<file path="config.mk">
export PLATFORM = sky130hd
export DESIGN_NAME = regfile_wb
export DESIGN_NICKNAME = d
export VERILOG_FILES = /design/src/rtl/regfile_wb.sv
export SDC_FILE = /design/constraint.sdc
export NUM_CORES = 2
export LEC_CHECK = 0
export CORE_MARGIN = 2
export CORE_UTILIZATION = 50
export CTS_BUF_LIST = sky130_fd_sc_hd__clkbuf_8 sky130_fd_sc_hd__clkbuf_16
export DETAILED_ROUTE_END_ITERATION = 10
export GPL_ROUTABILITY_DRIVEN = 0
export GPL_TIMING_DRIVEN = 0
export HOLD_SLACK_MARGIN = 0.03
export PLACE_DENSITY_LB_ADDON = 0.25
export SLEW_MARGIN = 10
export SYNTH_ARGS = -nofsm -noshare
export SYNTH_HDL_FRONTEND = slang
export SYNTH_SLANG_ARGS = --single-unit
</file>
<file path="constraint.sdc">
create_clock -name clk -period 70 [get_ports clk]
set_input_delay 21 -clock clk [delete_from_list [all_inputs] [get_ports clk]]
set_output_delay 21 -clock clk [all_outputs]
set_load 0.005 [all_outputs]
</file>
<file path="src/rtl/regfile_wb.sv">
// -----------------------------------------------------------------------------
// regfile_wb
// Integer register file with a writeback scoreboard. Two combinational read
// ports feed the ALU operands. Issue marks the destination register busy, and
// the matching ALU writeback commits the data and clears the busy bit. Busy
// flags on the read side and a WAW stall on the issue side let the issue logic
// hold back on hazards.
//
// Ports:
//   clk, rst                     core clock; asynchronous active-high reset
//   i_rf_rs1_idx / i_rf_rs2_idx  read indices
//   o_rf_rs1 / o_rf_rs2          read data (x0 always reads 0)
//   o_rs1_busy / o_rs2_busy      the register read has an outstanding writer
//   i_iss_vld, i_iss_rd_idx,     issue of an instruction and its destination
//   i_iss_rd_wen
//   o_iss_stall                  WAW: the issued rd is already busy
//   i_wb_wdat, i_wb_rd_idx,      ALU writeback triple
//   i_wb_rd_wen
//   o_wb_err                     sticky: a writeback hit a non-busy register
//
// Optional feature (macro RF_BYPASS_EN): same-cycle writeback forwarding onto
// both read ports. Busy is masked for a register being written back, and the
// WAW stall is masked as well. Without the macro, reads return the stored value
// and a consumer sees the new data one cycle after the writeback.
// -----------------------------------------------------------------------------
module regfile_wb #(
  parameter int XLEN = 32,
  parameter int NREG = 32,
  parameter int AW   = 5
) (
  input  logic            clk,
  input  logic            rst,
  input  logic [AW-1:0]   i_rf_rs1_idx,
  input  logic [AW-1:0]   i_rf_rs2_idx,
  output logic [XLEN-1:0] o_rf_rs1,
  output logic [XLEN-1:0] o_rf_rs2,
  output logic            o_rs1_busy,
  output logic            o_rs2_busy,
  input  logic            i_iss_vld,
  input  logic [AW-1:0]   i_iss_rd_idx,
  input  logic            i_iss_rd_wen,
  output logic            o_iss_stall,
  input  logic [XLEN-1:0] i_wb_wdat,
  input  logic [AW-1:0]   i_wb_rd_idx,
  input  logic            i_wb_rd_wen,
  output logic            o_wb_err
);

  // Entry 0 is reset and never written, so it stays constant zero and
  // synthesis removes it. Reads of x0 are still forced to zero below.
  logic [XLEN-1:0] r_regs [NREG];
  logic [NREG-1:0] r_busy;
  logic            r_wb_err;

  logic            w_wb_hit;
  logic            w_rs1_byp;
  logic            w_rs2_byp;
  logic            w_iss_byp;
  logic            w_iss_stall;
  logic            w_iss_fire;
  logic [NREG-1:0] w_busy_nxt;

  // A writeback to x0 is a no-op: no data, no busy clear, no error.
  assign w_wb_hit = i_wb_rd_wen && (i_wb_rd_idx != '0);

`ifdef RF_BYPASS_EN
  assign w_rs1_byp = w_wb_hit && (i_wb_rd_idx == i_rf_rs1_idx);
  assign w_rs2_byp = w_wb_hit && (i_wb_rd_idx == i_rf_rs2_idx);
  assign w_iss_byp = w_wb_hit && (i_wb_rd_idx == i_iss_rd_idx);
`else
  assign w_rs1_byp = 1'b0;
  assign w_rs2_byp = 1'b0;
  assign w_iss_byp = 1'b0;
`endif

  // Read ports. The busy bit of x0 is never set, so it needs no masking.
  assign o_rf_rs1   = w_rs1_byp ? i_wb_wdat
                    : (i_rf_rs1_idx == '0) ? '0 : r_regs[i_rf_rs1_idx];
  assign o_rf_rs2   = w_rs2_byp ? i_wb_wdat
                    : (i_rf_rs2_idx == '0) ? '0 : r_regs[i_rf_rs2_idx];
  assign o_rs1_busy = r_busy[i_rf_rs1_idx] && !w_rs1_byp;
  assign o_rs2_busy = r_busy[i_rf_rs2_idx] && !w_rs2_byp;

  // The stall looks at the pre-edge busy state. It is masked only when the
  // bypass clears the same rd this cycle.
  assign w_iss_stall = i_iss_vld && i_iss_rd_wen && r_busy[i_iss_rd_idx] && !w_iss_byp;
  assign w_iss_fire  = i_iss_vld && i_iss_rd_wen && (i_iss_rd_idx != '0) && !w_iss_stall;
  assign o_iss_stall = w_iss_stall;
  assign o_wb_err    = r_wb_err;

  // Clear first and set second, so a set and a clear of the same index in
  // one cycle leave the bit set.
  always_comb begin
    // NOTE: assign the default before any conditional update so that no path
    // leaves the signal unassigned and infers a latch.
    w_busy_nxt = r_busy;
    if (w_wb_hit)   w_busy_nxt[i_wb_rd_idx]  = 1'b0;
    if (w_iss_fire) w_busy_nxt[i_iss_rd_idx] = 1'b1;
    w_busy_nxt[0] = 1'b0;
  end

  always_ff @(posedge clk or posedge rst) begin
    if (rst) begin
      // NOTE: the array is cleared explicitly because the architecture needs
      // every register to read zero after reset. This costs a reset on each
      // flop, so it is not something to copy into RAM-style storage.
      for (int i = 0; i < NREG; i++) r_regs[i] <= '0;
      r_busy   <= '0;
      r_wb_err <= 1'b0;
    end else begin
      if (w_wb_hit) r_regs[i_wb_rd_idx] <= i_wb_wdat;
      r_busy <= w_busy_nxt;
      if (w_wb_hit && !r_busy[i_wb_rd_idx]) r_wb_err <= 1'b1;
    end
  end

endmodule

</file>
# Yosys cells after proc, flatten, opt, wreduce, memory -nomap -nowiden
# Index checks and enable logic that the tools add are counted.
dict set report totals {
  mem_count 0
  mem_bits_ro 0
  ram_bits 0
  elab_cells 90
  latchBits 0
  output_inout_bits 68
  ff_bits 1056
}
dict set report classes {
  add_sub_neg 0
  reduce_logical 15
  eq_ne 0
  n_mul 0
  shift 0
  magnitude_cmp 10
  n_bitwise 6
  n_mux 25
  n_div 0
}
# operator n
set ops {}
lappend ops {{bitwise mux 1024 bit} 1}
lappend ops {{binary-select mux 32 bit (select 5 bit)} 2}
lappend ops {{two-way mux 32 bit} 9}
lappend ops {{demux 32 bit (select 5 bit)} 1}
lappend ops {{AND 32 bit} 1}
lappend ops {{NOT 32 bit} 1}
lappend ops {{OR 32 bit} 1}
lappend ops {{less-than comparator 5 x 6 -> 1 bit, second input constant} 4}
lappend ops {{binary-select mux 1 bit (select 5 bit)} 4}
lappend ops {{greater-or-equal comparator 6 bit, second input constant} 3}
lappend ops {{NOT 5 -> 6 bit} 3}
lappend ops {{demux 1 bit (select 5 bit)} 2}
lappend ops {{greater-or-equal comparator 5 x 1 -> 1 bit, second input constant} 2}
lappend ops {{zero test 5 bit} 2}
lappend ops {{nonzero test 5 bit} 2}
lappend ops {{logical AND 1 bit} 9}
lappend ops {{less-than comparator 6 x 1 -> 1 bit, second input constant} 1}
lappend ops {{two-way mux 1 bit} 6}
lappend ops {{zero test 1 bit} 2}

# Longest topological paths before layout
dict set report depth {
  depth_word 9
  depth_mapped 9
  mapped_depth_nobuf 5
}

# Least setup slack after synthesis
# Ideal clock, no wire load.
dict set report synth_path {
  path_type {input port to output port}
  startpoint {input port i_rf_rs2_idx[1]}
  endpoint {output port o_rs2_busy}
  path_buffers 3
  t_required_ns 49.000
  arrival_ns 22.609
  setup_slack_ns 26.391
  stages 6
  cell_sequence {buf_2 > buf_4 > buf_2 > mux4_2 > mux4_2 > mux2_2}
}
dict set report synth_between {
  elab_chain_cells 2
}
# element line_no
set synth_rtl {}
lappend synth_rtl {{from (decl)} 34} ;# input logic [AW-1:0] i_rf_rs2_idx,
lappend synth_rtl {{binary-select mux 1 bit (select 5 bit)} 82} ;# assign o_rs2_busy = r_busy[i_rf_rs2_idx] && !w_rs2_byp;
lappend synth_rtl {{two-way mux 1 bit (not written as such)} 82}
lappend synth_rtl {{to (decl)} 38} ;# output logic o_rs2_busy,
# No other way between the ends. The select of a mux whose other input is x is not followed.

# Worst setup path after layout
dict set report layout_path {
  startpoint {input port i_rf_rs1_idx[4]}
  endpoint {output port o_rf_rs1[29]}
}
dict set report layout_between {
  elab_chain_cells 5
}
# element line_no
set layout_rtl {}
lappend layout_rtl {{from (decl)} 33} ;# input logic [AW-1:0] i_rf_rs1_idx,
lappend layout_rtl {{NOT 5 -> 6 bit (not written as such)} 78} ;# : (i_rf_rs1_idx == '0) ? '0 : r_regs[i_rf_rs1_idx];
lappend layout_rtl {{binary-select mux 32 bit (select 5 bit)} 78}
lappend layout_rtl {{two-way mux 32 bit (not written as such) (2 in series)} 78}
lappend layout_rtl {{two-way mux 32 bit *} 78}
lappend layout_rtl {{to (decl)} 35} ;# output logic [XLEN-1:0] o_rf_rs1,
# Every way passes the cells marked *; elsewhere a longest branch is shown, timed or not. The select of a mux whose other input is x is not followed.

==> run metrics <==
run status complete, no violations; Worst Hold Launch r_regs[992]$_DFFE_PP0P_; Hold Crit Class flop to flop; Avg Vias per Cell ~6.9; data arrival time of the critical path 25.14 ns; WP data required 49.00 ns; width of the chip roughly 340 um; leakage power 28.0 nW; path depth of the worst reg2reg path 3; TritonCTS clock tree yes; part of the cycle the worst path needs 65.9%; Synthesized Nets 3,784; Starting Density 50.3%; # rows around 120; Core Util, Final a little under three fifths; Synth-to-Final Area Change 12.4%; leading area contributor after synthesis sky130_fd_sc_hd__dfrtp_1; count leader, synth sky130_fd_sc_hd__mux2_2; Inserted Clock Buffers 114; Power Total ~0.0018 W; unrepaired setup endpoints after global routing false; number of detailed-route iterations in the first pass 7; RR Endpoint r_busy[4]$_DFF_PP0_; Avg Cell Area, Syn 15.4 um2; number of flops mapped to enable cells by yosys 0; synth unique cells 48; GR Util All Layers 34.0%; Setup Total Neg Slack 0 ns; highest clock rate 21.7 MHz; via total after detailed routing around 38k; die area 117,000 um2; total clock sinks 1,056; vias in the first global route 38.5k; crit start category input port; Yosys warning count 0; initial DRC count around 4.6k; fraction of layout cells with a size suffix above 1 51.0%; post-synthesis async set-or-reset flop share 100%; top-level port count 125; wire length of the first global-routing pass 283 mm; Clock transition at path regs 0.06 ns; largest net degree at the start of global routing 117; height of the die 343 um; Peak VDD IR ~20 uV; Placeable Area 114,000 um2; sequential-to-total area share from yosys stat between 40% and 50%; wire length per cell after detailed routing 35.6 um; Period minus WS final 46.14 ns; worst hold path cell count 1; power density relative to cell area 28.6 nW/um2; cts repair resizes 0; number of buffers inserted to repair setup after CTS 0; overall routed net length 198 mm; slew at the pin closest to its max-slew limit 1.36 ns; fin. max-slew vios 0; commonest cells in the netlist sky130_fd_sc_hd__mux2_2, sky130_fd_sc_hd__dfrtp_1, sky130_fd_sc_hd__mux4_2; r2r startpoint r_busy[6]$_DFF_PP0_; antenna violations before repair 2; CP Max Fanout 10; synthesized cell area 57,300 um2; Root Buffer Master sky130_fd_sc_hd__clkbuf_16; hold buffer count at CTS 0; Synth Instances 3,727; number of max-cap violations 0; HPWL after detailed placement 136 mm; net count of the finished layout 4,018; leading register cell type out of synthesis sky130_fd_sc_hd__dfrtp_1; maximum level of the CTS H-tree 3; register bit count reported by yosys ~1.1k; CTS max path bufs 3; global route overflow 0; category of the most critical setup path input port to primary output; Reg2Reg Setup Slack about 70 ns; total count of hold-check failures in the final report 0; port buffer count ~110; Synth top area share 46.1%; clock tree skew after final layout 0.0128 ns; Setup crit end kind primary output; # setup viols final 0; worst skew pair latency between 0.7 and 0.8 ns; Slew Limit Headroom 9.07%; post-route DRC violation count 0; WHS Endpoint r_regs[992]$_DFFE_PP0P_; antenna-violating nets left 0; Area contributors post-synth sky130_fd_sc_hd__dfrtp_1, sky130_fd_sc_hd__mux2_2, sky130_fd_sc_hd__mux4_2
==> worst max-delay path by stage <==
stage | start | end | slack [ns] | cells past startpoint
after floorplan | rst | o_wb_err$_DFFE_PP0P_ | 19.28 | 1
after global placement | rst | r_regs[1009]$_DFFE_PP0P_ | 6.40 | 2
after detailed placement | i_rf_rs2_idx[2] | o_rf_rs2[31] | 23.96 | 7
after CTS | i_rf_rs2_idx[2] | o_rf_rs2[31] | 23.97 | 7
after global routing | i_rf_rs1_idx[4] | o_rf_rs1[23] | 23.95 | 7
final | i_rf_rs1_idx[4] | o_rf_rs1[29] | 23.86 | 7
==> cell usage in the layout (no fill, tap or decap), types with 65 or more instances in the layout <==
cell type,synthesis,final
sky130_fd_sc_hd__o22ai_1,68,68
sky130_fd_sc_hd__mux4_2,537,537
sky130_fd_sc_hd__dfrtp_1,1056,1056
sky130_fd_sc_hd__o21ai_0,81,81
sky130_fd_sc_hd__clkdlybuf4s50_1,0,107
sky130_fd_sc_hd__mux2_2,1090,1090
sky130_fd_sc_hd__buf_2,144,146
sky130_fd_sc_hd__nand2_1,104,104
sky130_fd_sc_hd__clkbuf_16,0,117
sky130_fd_sc_hd__clkbuf_1,214,210
sky130_fd_sc_hd__a211oi_1,65,65
sky130_fd_sc_hd__mux2i_1,80,80
==> area by class of cell <==
cell class	count	area, um2
fill	9168	49600
multi-input combinational	2228	28900
sequential	1056	26400
clock buffer	147	3340
buffer	437	1980
tap	1512	1890
timing repair buffer	118	1360
clock inverter	61	522
inverter	6	30.0
antenna	1	2.50
==> metrics by stage <==
step | std cells | setup WS (ns) | hold slack, ns | area, um2
finish | 5566 | 23.86 | 0.480 | 64500
global route | 5565 | 23.95 | 0.499 | 64500
CTS | 5564 | 23.97 | 0.480 | 64500
detailed placement | 5356 | 23.96 | 0.463 | 60600
global placement | 5346 | 6.40 | 0.454 | 60300
floorplan | 3727 | 19.28 | 0.441 | 57300
==> registers in the layout (all words and copies together), names as in the netlist <==
name and count:
o_wb_err 1, r_busy 31, r_regs 1024
==> worst max-delay path, cell delays in order <==
cell and delay (ns):
sky130_fd_sc_hd__clkbuf_1 0.89, sky130_fd_sc_hd__or2_2 0.26, sky130_fd_sc_hd__buf_1 0.45, sky130_fd_sc_hd__clkbuf_1 1.04
sky130_fd_sc_hd__o22ai_1 0.33, sky130_fd_sc_hd__a211oi_1 0.53, sky130_fd_sc_hd__clkdlybuf4s50_1 0.60
==> logic make-up after synthesis <==
group           synth area share, %
compound gates                 2.82
buf+inv                        3.48
flops                          46.1
mux                            46.2
simple gates                   1.39
==> layer usage <==
layer	GRT usage [%]	up-vias	routed length, um
li1	-	14900	-
met1	45.9	20600	77100
met2	51.3	2271	89500
met3	9.24	587	20300
met4	16.4	0	11100
met5	0	-	0
==> where the power goes <==
group | total, W | switching [W] | internal (W)
clock | 0.000627 | 0.000262 | 0.000366
sequential | 0.000814 | 0.0000875 | 0.000726
combinational | 0.000405 | 0.000160 | 0.000245
Note: power is estimated with default switching activity, not from simulation.
